$ cat src/rtl/seven_seg_pkg.sv
// Shared constants and types for the seven-segment scan decoder.
// Patterns are active-low, bit order {g,f,e,d,c,b,a}.
package seven_seg_pkg;

    localparam logic [6:0] SEG_0 = 7'h40;
    localparam logic [6:0] SEG_1 = 7'h79;
    localparam logic [6:0] SEG_2 = 7'h24;
    localparam logic [6:0] SEG_3 = 7'h30;
    localparam logic [6:0] SEG_4 = 7'h19;
    localparam logic [6:0] SEG_5 = 7'h12;
    localparam logic [6:0] SEG_6 = 7'h02;
    localparam logic [6:0] SEG_7 = 7'h78;
    localparam logic [6:0] SEG_8 = 7'h00;
    localparam logic [6:0] SEG_9 = 7'h10;

    localparam logic [3:0] DIGIT_INVALID = 4'hF;

    typedef enum logic {
        ST_EMPTY = 1'b0,
        ST_FULL  = 1'b1
    } state_t;

    // Position of the set bit in a one-hot digit select; callers gate on one-hotness.
    function automatic logic [1:0] onehot_index(input logic [3:0] sel);
        logic [1:0] idx;
        case (sel)
            4'b0001: idx = 2'd0;
            4'b0010: idx = 2'd1;
            4'b0100: idx = 2'd2;
            4'b1000: idx = 2'd3;
            default: idx = 2'd0;
        endcase
        return idx;
    endfunction

endpackage

$ cat src/rtl/seven_seg_scan_decoder_seg_pattern_decode.sv
// Combinational map from an active-low segment pattern to a BCD digit.
// Anything other than the ten legal glyphs reports DIGIT_INVALID.
module seg_pattern_decode
    import seven_seg_pkg::*;
(
    input  logic [6:0] seg,
    output logic [3:0] digit,
    output logic       invalid
);

    // Pattern lookup.
    always_comb begin
        digit   = DIGIT_INVALID;
        invalid = 1'b1;
        case (seg)
            SEG_0:   begin digit = 4'd0; invalid = 1'b0; end
            SEG_1:   begin digit = 4'd1; invalid = 1'b0; end
            SEG_2:   begin digit = 4'd2; invalid = 1'b0; end
            SEG_3:   begin digit = 4'd3; invalid = 1'b0; end
            SEG_4:   begin digit = 4'd4; invalid = 1'b0; end
            SEG_5:   begin digit = 4'd5; invalid = 1'b0; end
            SEG_6:   begin digit = 4'd6; invalid = 1'b0; end
            SEG_7:   begin digit = 4'd7; invalid = 1'b0; end
            SEG_8:   begin digit = 4'd8; invalid = 1'b0; end
            SEG_9:   begin digit = 4'd9; invalid = 1'b0; end
            default: begin digit = DIGIT_INVALID; invalid = 1'b1; end
        endcase
    end

endmodule

$ cat src/rtl/seven_seg_scan_decoder.sv
// Recovers a 4-digit frame from a multiplexed seven-segment bus: debounces each
// digit dwell, stages captured digits, and hands complete frames to a consumer.
module seven_seg_scan_decoder
    import seven_seg_pkg::*;
#(
    parameter int STABLE_CYCLES = 3
) (
    input  logic        clk,
    input  logic        rst,
    input  logic [6:0]  seg,
    input  logic [3:0]  an,
    output logic [15:0] value,
    output logic [3:0]  err,
    output logic        val,
    input  logic        rdy,
    output logic        overrun
);

    localparam logic [3:0] STABLE_LIMIT = 4'(STABLE_CYCLES);

    logic [3:0]  prev_an_r;
    logic [6:0]  prev_seg_r;
    logic [3:0]  cnt_r;
    logic [3:0]  cnt_next_s;
    logic        one_hot_s;
    logic        capture_s;
    logic [1:0]  idx_s;
    logic [3:0]  digit_s;
    logic        invalid_s;
    logic [15:0] stage_r;
    logic [15:0] stage_next_s;
    logic [3:0]  stage_err_r;
    logic [3:0]  stage_err_next_s;
    logic [3:0]  mask_r;
    logic [3:0]  mask_hit_s;
    logic [3:0]  mask_next_s;
    logic        frame_done_s;
    state_t      state_r;

    seg_pattern_decode u_decode (
        .seg     (seg),
        .digit   (digit_s),
        .invalid (invalid_s)
    );

    // Stability tracking, capture decision and next staging contents.
    always_comb begin
        one_hot_s = (an != 4'b0000) && ((an & (an - 4'd1)) == 4'b0000);
        idx_s     = onehot_index(an);
        if (!one_hot_s) begin
            cnt_next_s = 4'd0;
        end else if ((an == prev_an_r) && (seg == prev_seg_r)) begin
            // Saturate so a long dwell captures exactly once.
            cnt_next_s = (cnt_r >= STABLE_LIMIT) ? cnt_r : (cnt_r + 4'd1);
        end else begin
            cnt_next_s = 4'd1;
        end
        capture_s = one_hot_s && (cnt_next_s == STABLE_LIMIT) && (cnt_r != STABLE_LIMIT);

        stage_next_s     = stage_r;
        stage_err_next_s = stage_err_r;
        mask_hit_s       = mask_r;
        if (capture_s) begin
            stage_next_s[{idx_s, 2'b00} +: 4] = digit_s;
            stage_err_next_s[idx_s]           = invalid_s;
            mask_hit_s                        = mask_r | (4'b0001 << idx_s);
        end else begin
            mask_hit_s = mask_r;
        end
        frame_done_s = (mask_hit_s == 4'b1111);
        mask_next_s  = frame_done_s ? 4'b0000 : mask_hit_s;
    end

    // Sample history, stability counter and frame staging.
    always_ff @(posedge clk) begin
        if (rst) begin
            prev_an_r   <= 4'b0000;
            prev_seg_r  <= 7'h00;
            cnt_r       <= 4'd0;
            mask_r      <= 4'b0000;
            stage_r     <= 16'h0000;
            stage_err_r <= 4'b0000;
        end else begin
            prev_an_r   <= an;
            prev_seg_r  <= seg;
            cnt_r       <= cnt_next_s;
            mask_r      <= mask_next_s;
            stage_r     <= stage_next_s;
            stage_err_r <= stage_err_next_s;
        end
    end

    // Output handshake FSM with registered value/err/val/overrun.
    always_ff @(posedge clk) begin
        if (rst) begin
            state_r <= ST_EMPTY;
            value   <= 16'h0000;
            err     <= 4'b0000;
            val     <= 1'b0;
            overrun <= 1'b0;
        end else begin
            overrun <= 1'b0;
            case (state_r)
                ST_EMPTY: begin
                    if (frame_done_s) begin
                        value   <= stage_next_s;
                        err     <= stage_err_next_s;
                        val     <= 1'b1;
                        state_r <= ST_FULL;
                    end else begin
                        val     <= 1'b0;
                        state_r <= ST_EMPTY;
                    end
                end
                ST_FULL: begin
                    if (frame_done_s && rdy) begin
                        value   <= stage_next_s;
                        err     <= stage_err_next_s;
                        val     <= 1'b1;
                        state_r <= ST_FULL;
                    end else if (frame_done_s) begin
                        // Consumer is stalled: keep the held frame, drop the new one.
                        overrun <= 1'b1;
                        val     <= 1'b1;
                        state_r <= ST_FULL;
                    end else if (rdy) begin
                        val     <= 1'b0;
                        state_r <= ST_EMPTY;
                    end else begin
                        val     <= 1'b1;
                        state_r <= ST_FULL;
                    end
                end
                default: begin
                    val     <= 1'b0;
                    state_r <= ST_EMPTY;
                end
            endcase
        end
    end

endmodule

$ cat config.mk
export PLATFORM = sky130hd
export DESIGN_NAME = seven_seg_scan_decoder
export DESIGN_NICKNAME = d
export VERILOG_FILES = /design/src/rtl/seven_seg_pkg.sv /design/src/rtl/seven_seg_scan_decoder_seg_pattern_decode.sv /design/src/rtl/seven_seg_scan_decoder.sv
export SDC_FILE = /design/constraint.sdc
export NUM_CORES = 1
export LEC_CHECK = 0
export BUFFER_PORTS_ARGS = -buffer_cell sky130_fd_sc_hd__buf_4
export CELL_PAD_IN_SITES_DETAIL_PLACEMENT = 0
export CELL_PAD_IN_SITES_GLOBAL_PLACEMENT = 1
export CORE_ASPECT_RATIO = 0.7
export CORE_MARGIN = 5
export CORE_UTILIZATION = 44
export CTS_CLUSTER_SIZE = 16
export DETAILED_ROUTE_END_ITERATION = 8
export PLACE_DENSITY_LB_ADDON = 0.12
export SYNTH_ARGS = -nofsm -noshare
export SYNTH_HDL_FRONTEND = slang
export SYNTH_HIERARCHICAL = 1
export SYNTH_SLANG_ARGS = --single-unit
$ cat constraint.sdc
create_clock -name clk -period 2.7 [get_ports clk]
set_input_delay 0.27 -clock clk [delete_from_list [all_inputs] [get_ports clk]]
set_output_delay 0.27 -clock clk [all_outputs]
set_load 0.01 [all_outputs]
Word-level counts from Yosys, hierarchy flattened
Index checks and enable logic that the tools add are counted.
{"block": "word_totals", "register_bits": 61, "elab_cells": 78}
{"block": "classes", "add_sub_neg": 3, "n_lt_le_gt_ge": 3, "n_eq_ne": 19, "shifts": 3, "n_mux": 24, "bitwise_logic": 3, "n_reduce_logical": 13}
{"op": "$mux W16", "count": 3}
{"op": "$pmux W4 S10", "count": 1}
{"op": "$pmux W16 S2", "count": 1}
{"op": "$mux W4", "count": 7}
{"op": "$eq A7 B5 Y1 const B", "count": 3}
{"op": "$eq A7 B7 Y1 const B", "count": 3}
{"op": "$bwmux W16", "count": 1}
{"op": "$shift A4 B6 Y16 const A", "count": 1}
{"op": "$shiftx A4 B6 Y16", "count": 1}
{"op": "$eq A7 B6 Y1 const B", "count": 2}
{"op": "$reduce_or A10 Y1", "count": 1}
{"op": "$eq A4 B2 Y1 const B", "count": 2}
{"op": "$eq A4 B4 Y1 const B", "count": 2}
{"op": "$pmux W4 S2", "count": 1}
{"op": "$eq A7 B2 Y1 const B", "count": 1}
{"op": "$eq A7 B7 Y1", "count": 1}
{"op": "$logic_not A7 Y1", "count": 1}
{"op": "$logic_and A1 B1 Y1", "count": 6}
{"op": "$mux W1", "count": 6}
{"op": "$neg A4 Y6", "count": 1}
{"op": "$pmux W2 S3", "count": 1}
{"op": "$add A4 B1 Y4 const B", "count": 1}
{"op": "$and A4 B4 Y4", "count": 1}
{"op": "$bwmux W4", "count": 1}
{"op": "other kinds (19)", "count": 19}

Longest topological paths before layout
{"block": "depth", "word_depth": 13, "ltp_mapped": 10, "ltp_nobuf": 8}

Cells and area by module
The synthesis kept the hierarchy.
{"mod": "seven_seg_scan_decoder", "instances": 1, "cells_each": 259, "area_each_um2": 2667.6, "seq_area_each_um2": 1221.2}
{"mod": "seg_pattern_decode", "instances": 1, "cells_each": 29, "area_each_um2": 196.4, "seq_area_each_um2": 0.0}

Least setup slack after synthesis
OpenSTA, ideal clock, no wires.
{"block": "synth_path", "path_type": "register -> register", "startpoint": "reg cnt_r[0]", "endpoint": "reg value[15]", "setup_time_ns": 0.123, "arrival_time_ns": 2.265, "t_required_ns": 2.577, "path_slack_ns": 0.312, "path_stages_with_launch": 8, "n_path_buf": 1, "synth_period_minus_slack_ns": 2.388, "cell_sequence": "dfxtp_1 > ha_1 > nor3_2 > nand4_2 > a2111oi_4 > nand2_2 > buf_6 > mux2_1"}
{"block": "synth_via", "elab_chain_cells": 12}
{"element": "start: declaration", "line": "seven_seg_scan_decoder.sv:23", "rtl": "logic [3:0] cnt_r;"}
{"element": "start signal: assignment", "line": "seven_seg_scan_decoder.sv:86", "rtl": "cnt_r <= cnt_next_s;"}
{"element": "$add A4 B1 Y4 or $ge A4 B2 Y1 (tied branches)", "line": "seven_seg_scan_decoder.sv:54", "rtl": "cnt_next_s = (cnt_r >= STABLE_LIMIT) ? cnt_r : (cnt_r + 4'd1);"}
{"element": "$mux W4", "line": "seven_seg_scan_decoder.sv:54"}
{"element": "$mux W4", "line": "seven_seg_scan_decoder.sv:52", "rtl": "end else if ((an == prev_an_r) && (seg == prev_seg_r)) begin"}
{"element": "$mux W4", "line": "seven_seg_scan_decoder.sv:50", "rtl": "if (!one_hot_s) begin"}
{"element": "$eq A4 B2 Y1", "line": "seven_seg_scan_decoder.sv:58", "rtl": "capture_s = one_hot_s && (cnt_next_s == STABLE_LIMIT) && (cnt_r != STABLE_LIMIT);"}
{"element": "$logic_and A1 B1 Y1", "line": "seven_seg_scan_decoder.sv:58"}
{"element": "$logic_and A1 B1 Y1 *", "line": "seven_seg_scan_decoder.sv:58"}
{"element": "$mux W4", "line": "seven_seg_scan_decoder.sv:63", "rtl": "if (capture_s) begin"}
{"element": "$eq A4 B4 Y1", "line": "seven_seg_scan_decoder.sv:70", "rtl": "frame_done_s = (mask_hit_s == 4'b1111);"}
{"element": "$logic_and A1 B1 Y1", "line": "seven_seg_scan_decoder.sv:116", "rtl": "if (frame_done_s && rdy) begin"}
{"element": "$ne A2 B1 Y1 (no source line)"}
{"element": "$reduce_and A2 Y1 (no source line)"}
{"element": "end signal: assignment", "line": "seven_seg_scan_decoder.sv:106", "rtl": "value <= stage_next_s;"}
{"element": "end signal: assignment", "line": "seven_seg_scan_decoder.sv:117", "rtl": "value <= stage_next_s;"}
{"element": "end: declaration", "line": "seven_seg_scan_decoder.sv:12", "rtl": "output logic [15:0] value,"}
Mark *: on every way between the ends. The rest lies on a longest branch, timed or not. The select of a mux whose other input is x is not followed.
A chain may end at the register's enable or synchronous reset.

Worst setup path in the final report
{"block": "layout_path", "startpoint": "reg prev_seg_r[6]", "endpoint": "reg value[4]"}
{"block": "layout_via", "elab_chain_cells": 12}
{"element": "start: declaration", "line": "seven_seg_scan_decoder.sv:22", "rtl": "logic [6:0] prev_seg_r;"}
{"element": "start signal: assignment", "line": "seven_seg_scan_decoder.sv:85", "rtl": "prev_seg_r <= seg;"}
{"element": "$eq A7 B7 Y1 *", "line": "seven_seg_scan_decoder.sv:52"}
{"element": "$logic_and A1 B1 Y1 *", "line": "seven_seg_scan_decoder.sv:52"}
{"element": "$mux W4 *", "line": "seven_seg_scan_decoder.sv:52"}
{"element": "$mux W4 *", "line": "seven_seg_scan_decoder.sv:50"}
{"element": "$eq A4 B2 Y1 *", "line": "seven_seg_scan_decoder.sv:58"}
{"element": "$logic_and A1 B1 Y1 * (2 in a row)", "line": "seven_seg_scan_decoder.sv:58"}
{"element": "$mux W4", "line": "seven_seg_scan_decoder.sv:63"}
{"element": "$eq A4 B4 Y1", "line": "seven_seg_scan_decoder.sv:70"}
{"element": "$logic_and A1 B1 Y1", "line": "seven_seg_scan_decoder.sv:116"}
{"element": "$ne A2 B1 Y1 (no source line)"}
{"element": "$reduce_and A2 Y1 (no source line)"}
Marked as above.

==> report_table.html <==
<table>
<tr><th>Metric</th><th>Value</th></tr>
<tr><th colspan="2">Worst setup path</th></tr>
<tr><td>Library cell contributing the largest single delay on the critical path</td><td>sky130_fd_sc_hd__a2111oi_4</td></tr>
<tr><td>Worst setup path category</td><td>reg2reg</td></tr>
<tr><td>Delay of the slowest cell on the worst path</td><td>around 0.40 ns</td></tr>
<tr><td>Arrival time of data at the critical path endpoint</td><td>around 2.7 ns</td></tr>
<tr><td>Origin of the critical flop-to-flop path</td><td>prev_seg_r[6]</td></tr>
<tr><td>Critical path peak fanout</td><td>20</td></tr>
<tr><td>Cells on worst reg2reg path</td><td>9</td></tr>
<tr><td>Required time of the critical path</td><td>slightly below 3 ns</td></tr>
<tr><td>R2R Path End</td><td>value[4]</td></tr>
<tr><td>Worst-case register-to-register setup slack</td><td>between 0.2 and 0.25 ns</td></tr>
<tr><td>CP cell instances</td><td>xnor2_1 -&gt; nand4_1 -&gt; nor4_4 -&gt; buf_4 -&gt; nand4_2 -&gt; a2111oi_4 -&gt; nand2_2 -&gt; buf_12 -&gt; mux2_1</td></tr>
<tr><td>CP Capture Type</td><td>flip-flop</td></tr>
<tr><td>Startpoint types</td><td>flip-flop</td></tr>
<tr><th colspan="2">Layout</th></tr>
<tr><td>Number of diodes</td><td>0</td></tr>
<tr><td>Top library cells by usage in the layout, fill and taps aside</td><td>61 x sky130_fd_sc_hd__dfxtp_1, 46 x sky130_fd_sc_hd__buf_4, 33 x sky130_fd_sc_hd__nor2b_1, 25 x sky130_fd_sc_hd__a21oi_1, 21 x sky130_fd_sc_hd__nand2_1</td></tr>
<tr><td>Area of combinational cells with multiple inputs</td><td>between 0.0015 and 0.002 mm²</td></tr>
<tr><td>Commonest non-fill, non-tap cell in the layout</td><td>sky130_fd_sc_hd__dfxtp_1</td></tr>
<tr><td>Area Overhead vs Synth</td><td>20.7%</td></tr>
<tr><td>Post-layout utilization of the core</td><td>between 50 and 60%</td></tr>
<tr><td>Count of filler cells inserted in the layout</td><td>slightly below 600</td></tr>
<tr><td>Proportion of layout cells with a drive suffix above 1</td><td>26.6%</td></tr>
<tr><td>Storage element area</td><td>between 0.001 and 0.0015 mm²</td></tr>
<tr><td>Net total in the final layout</td><td>approximately 360</td></tr>
<tr><td>Design area</td><td>roughly 0.0035 mm²</td></tr>
<tr><th colspan="2">Clock tree</th></tr>
<tr><td>Root Buffer</td><td>sky130_fd_sc_hd__clkbuf_8</td></tr>
<tr><td>Sinks on Clock Net</td><td>61</td></tr>
<tr><td>Number of buffers added by the clock tree synthesis step</td><td>9</td></tr>
<tr><td>CTS Hold Buffers Added</td><td>0</td></tr>
<tr><td>Post_cts resized</td><td>0</td></tr>
<tr><td>TritonCTS clock tree</td><td>built</td></tr>
<tr><td>Setup bufs post-CTS</td><td>0</td></tr>
<tr><td>H-tree depth</td><td>3</td></tr>
<tr><td>Worst skew pair latency</td><td>between 0.3 and 0.4 ns</td></tr>
<tr><td>Clock-pin transition on the worst setup and hold timing paths</td><td>around 0.070 ns</td></tr>
<tr><td>Maximum number of buffers from clock root to sink</td><td>2</td></tr>
<tr><th colspan="2">Worst hold path</th></tr>
<tr><td>Hold endpoint</td><td>prev_an_r[2]</td></tr>
<tr><td>Hold_sp</td><td>an[2]</td></tr>
<tr><td>Tightest Hold Check Type</td><td>in2reg</td></tr>
<tr><td>Worst hold path stage count</td><td>2</td></tr>
<tr><th colspan="2">Floorplan</th></tr>
<tr><td>Overall die height</td><td>77.5 µm</td></tr>
<tr><td>I/O Pins</td><td>36</td></tr>
<tr><td>Total core area</td><td>roughly 0.0063 mm²</td></tr>
<tr><td>Number of placement rows</td><td>24</td></tr>
<tr><td>Chip width</td><td>between 100 and 150 µm</td></tr>
<tr><td>Area of the die</td><td>about 0.0082 mm²</td></tr>
<tr><td>Starting density of the core</td><td>between 40% and 50%</td></tr>
<tr><th colspan="2">Timing</th></tr>
<tr><td>Unrepaired setup endpoints after global routing</td><td>no</td></tr>
<tr><td>Fmax</td><td>slightly above 400 MHz</td></tr>
<tr><td>Max Clock Skew</td><td>0.0104 ns</td></tr>
<tr><td>Final slew viol count</td><td>0</td></tr>
<tr><td>Final critical-path share of the clock period</td><td>around 90%</td></tr>
<tr><td># setup viols final</td><td>0</td></tr>
<tr><td>Setup Total Neg Slack</td><td>0 ns</td></tr>
<tr><td>Minimum clock period</td><td>~2.5 ns</td></tr>
<tr><td>Worst Slack Setup Final</td><td>0.216 ns</td></tr>
<tr><td>Final Hold Vio Count</td><td>0</td></tr>
<tr><td>Rel. slew slack</td><td>around 60%</td></tr>
<tr><td>Worst Tran Pin Value</td><td>0.576 ns</td></tr>
<tr><th colspan="2">Logic synthesis</th></tr>
<tr><td>Number of distinct library cells after synthesis</td><td>between 40 and 50</td></tr>
<tr><td>Area of the mapped netlist</td><td>0.00286 mm²</td></tr>
<tr><td>Portion of the post-synthesis area used by sequential elements</td><td>42.6%</td></tr>
<tr><td>Gate count of the mapped netlist</td><td>around 290</td></tr>
<tr><td>Yosys reg bits</td><td>61</td></tr>
<tr><td>Mean post-synth cell area</td><td>roughly 10 µm²</td></tr>
<tr><td>Number of warning messages in the yosys log</td><td>6</td></tr>
<tr><td>Total nets after synthesis</td><td>between 300 and 400</td></tr>
<tr><th colspan="2">Pwr</th></tr>
<tr><td>Overall power consumption</td><td>roughly 0.0019 W</td></tr>
<tr><td>Int Pwr</td><td>between 0.001 and 0.0015 W</td></tr>
<tr><td>Clock network fraction of design power</td><td>about 43%</td></tr>
<tr><td>Part of the power in combinational logic</td><td>7.7%</td></tr>
<tr><td>Leak pwr</td><td>between 1 and 1.5 nW</td></tr>
<tr><td>Relative contribution of sequential cells to total power</td><td>between 40 and 50%</td></tr>
<tr><td>Power density of the placed cells</td><td>approximately 540 mW/mm²</td></tr>
<tr><td>Power spent charging and discharging nets</td><td>0.000433 W</td></tr>
<tr><td>Peak supply drop</td><td>approximately 0.00033 V</td></tr>
<tr><td>Switching share of total power</td><td>between 20% and 30%</td></tr>
<tr><th colspan="2">Global routing</th></tr>
<tr><td>Aggregate global-route resource usage</td><td>between 10% and 20%</td></tr>
<tr><td>Met2 GRT Util</td><td>around 22%</td></tr>
<tr><td>Via count of the first global-routing pass</td><td>about 2000</td></tr>
<tr><td>Maximum number of pins on one net before global-route repair</td><td>57</td></tr>
<tr><td>Wire length of the first global-routing pass</td><td>slightly below 10000 µm</td></tr>
<tr><td>Initial antenna violation count</td><td>0</td></tr>
<tr><td>Global route total overflow</td><td>0</td></tr>
<tr><td>Met3 Resource Use GR</td><td>4.81%</td></tr>
<tr><td>Global routing's busiest layer</td><td>met2</td></tr>
<tr><td>Met1 Usage GRT</td><td>21.4%</td></tr>
<tr><th colspan="2">Routing</th></tr>
<tr><td>Total number of vias</td><td>about 2100</td></tr>
<tr><td>1st-pass router iterations</td><td>4</td></tr>
<tr><td>Wire length after detailed routing</td><td>5910 µm</td></tr>
<tr><td>Routed WL per cell</td><td>approximately 14 µm</td></tr>
<tr><td>Routed Antenna Nets</td><td>0</td></tr>
<tr><td>Detailed-route vias per instance</td><td>between 5 and 6</td></tr>
<tr><td>Drt initial violations</td><td>116</td></tr>
<tr><td>DRC violation count after routing</td><td>0</td></tr>
<tr><th colspan="2">Placement</th></tr>
<tr><td>Number of I/O port buffers</td><td>35</td></tr>
<tr><td>Gp weighted congestion</td><td>between 0.8 and 0.9</td></tr>
<tr><td>Total cell area at the placement stage</td><td>~0.0033 mm²</td></tr>
<tr><td>Placed wire-length estimate after detailed placement</td><td>~4100 µm</td></tr>
<tr><td>Worst slack at placement</td><td>roughly 0.14 ns</td></tr>
<tr><th colspan="2">Outcome</th></tr>
<tr><td>Result of the run</td><td>completed</td></tr>
<tr><th colspan="2">Flow run</th></tr>
<tr><td>Max-capacitance violation count</td><td>0</td></tr>
</table>
## cells by family (layout without fill, tap and decap cells)
group / after synthesis / after routing / synth area share (%)
AND/OR/NAND/NOR: 126 / 126 / 25.1
flip-flops: 61 / 61 / 42.6
AO/OA/AOI/OAI: 37 / 37 / 9.79
multiplexers: 23 / 23 / 10.9
XOR/XNOR: 17 / 17 / 5.20
buffers and inverters: 16 / 66 / 2.93
adder cells (fa/ha/maj): 8 / 8 / 3.50
## worst max path at each step
| stage | startpoint | endpoint | slack (ns) | cells after the start |
|---|---|---|---|---|
| 2_1_floorplan | cnt_r[0] | value[15] | 0.31 | 7 |
| 3_3_place_gp | seg[6] | value[4] | 0.15 | 10 |
| 3_5_place_dp | seg[6] | value[12] | 0.14 | 10 |
| 4_1_cts | prev_seg_r[6] | value[4] | 0.19 | 9 |
| 5_1_grt | prev_seg_r[6] | value[12] | 0.06 | 9 |
| 6_report | prev_seg_r[6] | value[4] | 0.22 | 9 |
## synth_stat cells (all sizes together)
| cell type | n | area (µm²) |
|---|---|---|
| a2111oi | 2 | 42.5 |
| a211o | 1 | 10.0 |
| a211oi | 2 | 15.0 |
| a21o | 1 | 7.51 |
| a21oi | 25 | 125 |
| a22oi | 1 | 12.5 |
| a41oi | 3 | 52.6 |
| and2 | 3 | 18.8 |
| and2b | 1 | 7.51 |
| and3b | 1 | 8.76 |
| and4 | 1 | 8.76 |
| buf | 5 | 42.5 |
| clkbuf | 7 | 26.3 |
| dfxtp | 61 | 1220 |
| ha | 8 | 100 |
| inv | 4 | 15.0 |
| mux2 | 20 | 282 |
| mux2i | 3 | 30.0 |
| nand2 | 23 | 91.3 |
| nand2b | 3 | 18.8 |
| nand3 | 16 | 80.1 |
| nand3b | 1 | 7.51 |
| nand4 | 17 | 113 |
| nand4b | 1 | 8.76 |
| nor2 | 13 | 48.8 |
| nor2b | 33 | 206 |
| nor3 | 6 | 35.0 |
| nor3b | 1 | 7.51 |
| nor4 | 1 | 21.3 |
| o21ai | 1 | 8.76 |
| o22ai | 1 | 6.26 |
| or2 | 2 | 15.0 |
| or3 | 2 | 12.5 |
| or3b | 1 | 8.76 |
| xnor2 | 14 | 123 |
| xor2 | 3 | 26.3 |
## state kept, by name, summed over array words and instances (netlist names), 4 cells and up
name and flops:
stage_r 16, err 4, prev_seg_r 7, value 16, prev_an_r 4, mask_r 4, cnt_r 4, stage_err_r 4
## power by group through the flow
stage               clock network, W   logic, W  registers (W)
finish                      0.000811   0.000143       0.000914
floorplan                          0  0.0000877       0.000933
CTS                         0.000833   0.000144       0.000914
global placement                   0   0.000142       0.000934
global route                0.000874   0.000159       0.000914
detailed placement                 0   0.000143       0.000934
## critical path: cells and delay by family, from the launching register on
family                    cells  cell delay (ns)
xor gates and xnor gates      1             0.25
DFF                           1             0.31
buffers and inverters         2             0.36
muxes                         1             0.31
and+or+nand+nor               4             0.72
AOI/OAI and AO/OA             1             0.40
## final cells by class
type,count,area share (%)
tap,78,2.82
multi-input combinational,211,45.1
clock buffer,11,4.38
sequential,61,35.3
timing repair buffer,47,10.6
clock inverter,4,1.38
inverter,4,0.434
## routing by layer
metal	share of wire [%]	vias up
met4	0.75	0
met5	0	-
li1	-	1094
met1	55	957
met2	41	29
met3	4.0	6
## through the flow
stage | hold slack, ns | cells
global route | 0.196 | 416
finish | 0.203 | 416
detailed placement | 0.447 | 401
floorplan | 0.398 | 288
global placement | 0.445 | 401
CTS | 0.188 | 416
(Power assumes the default switching activity.)
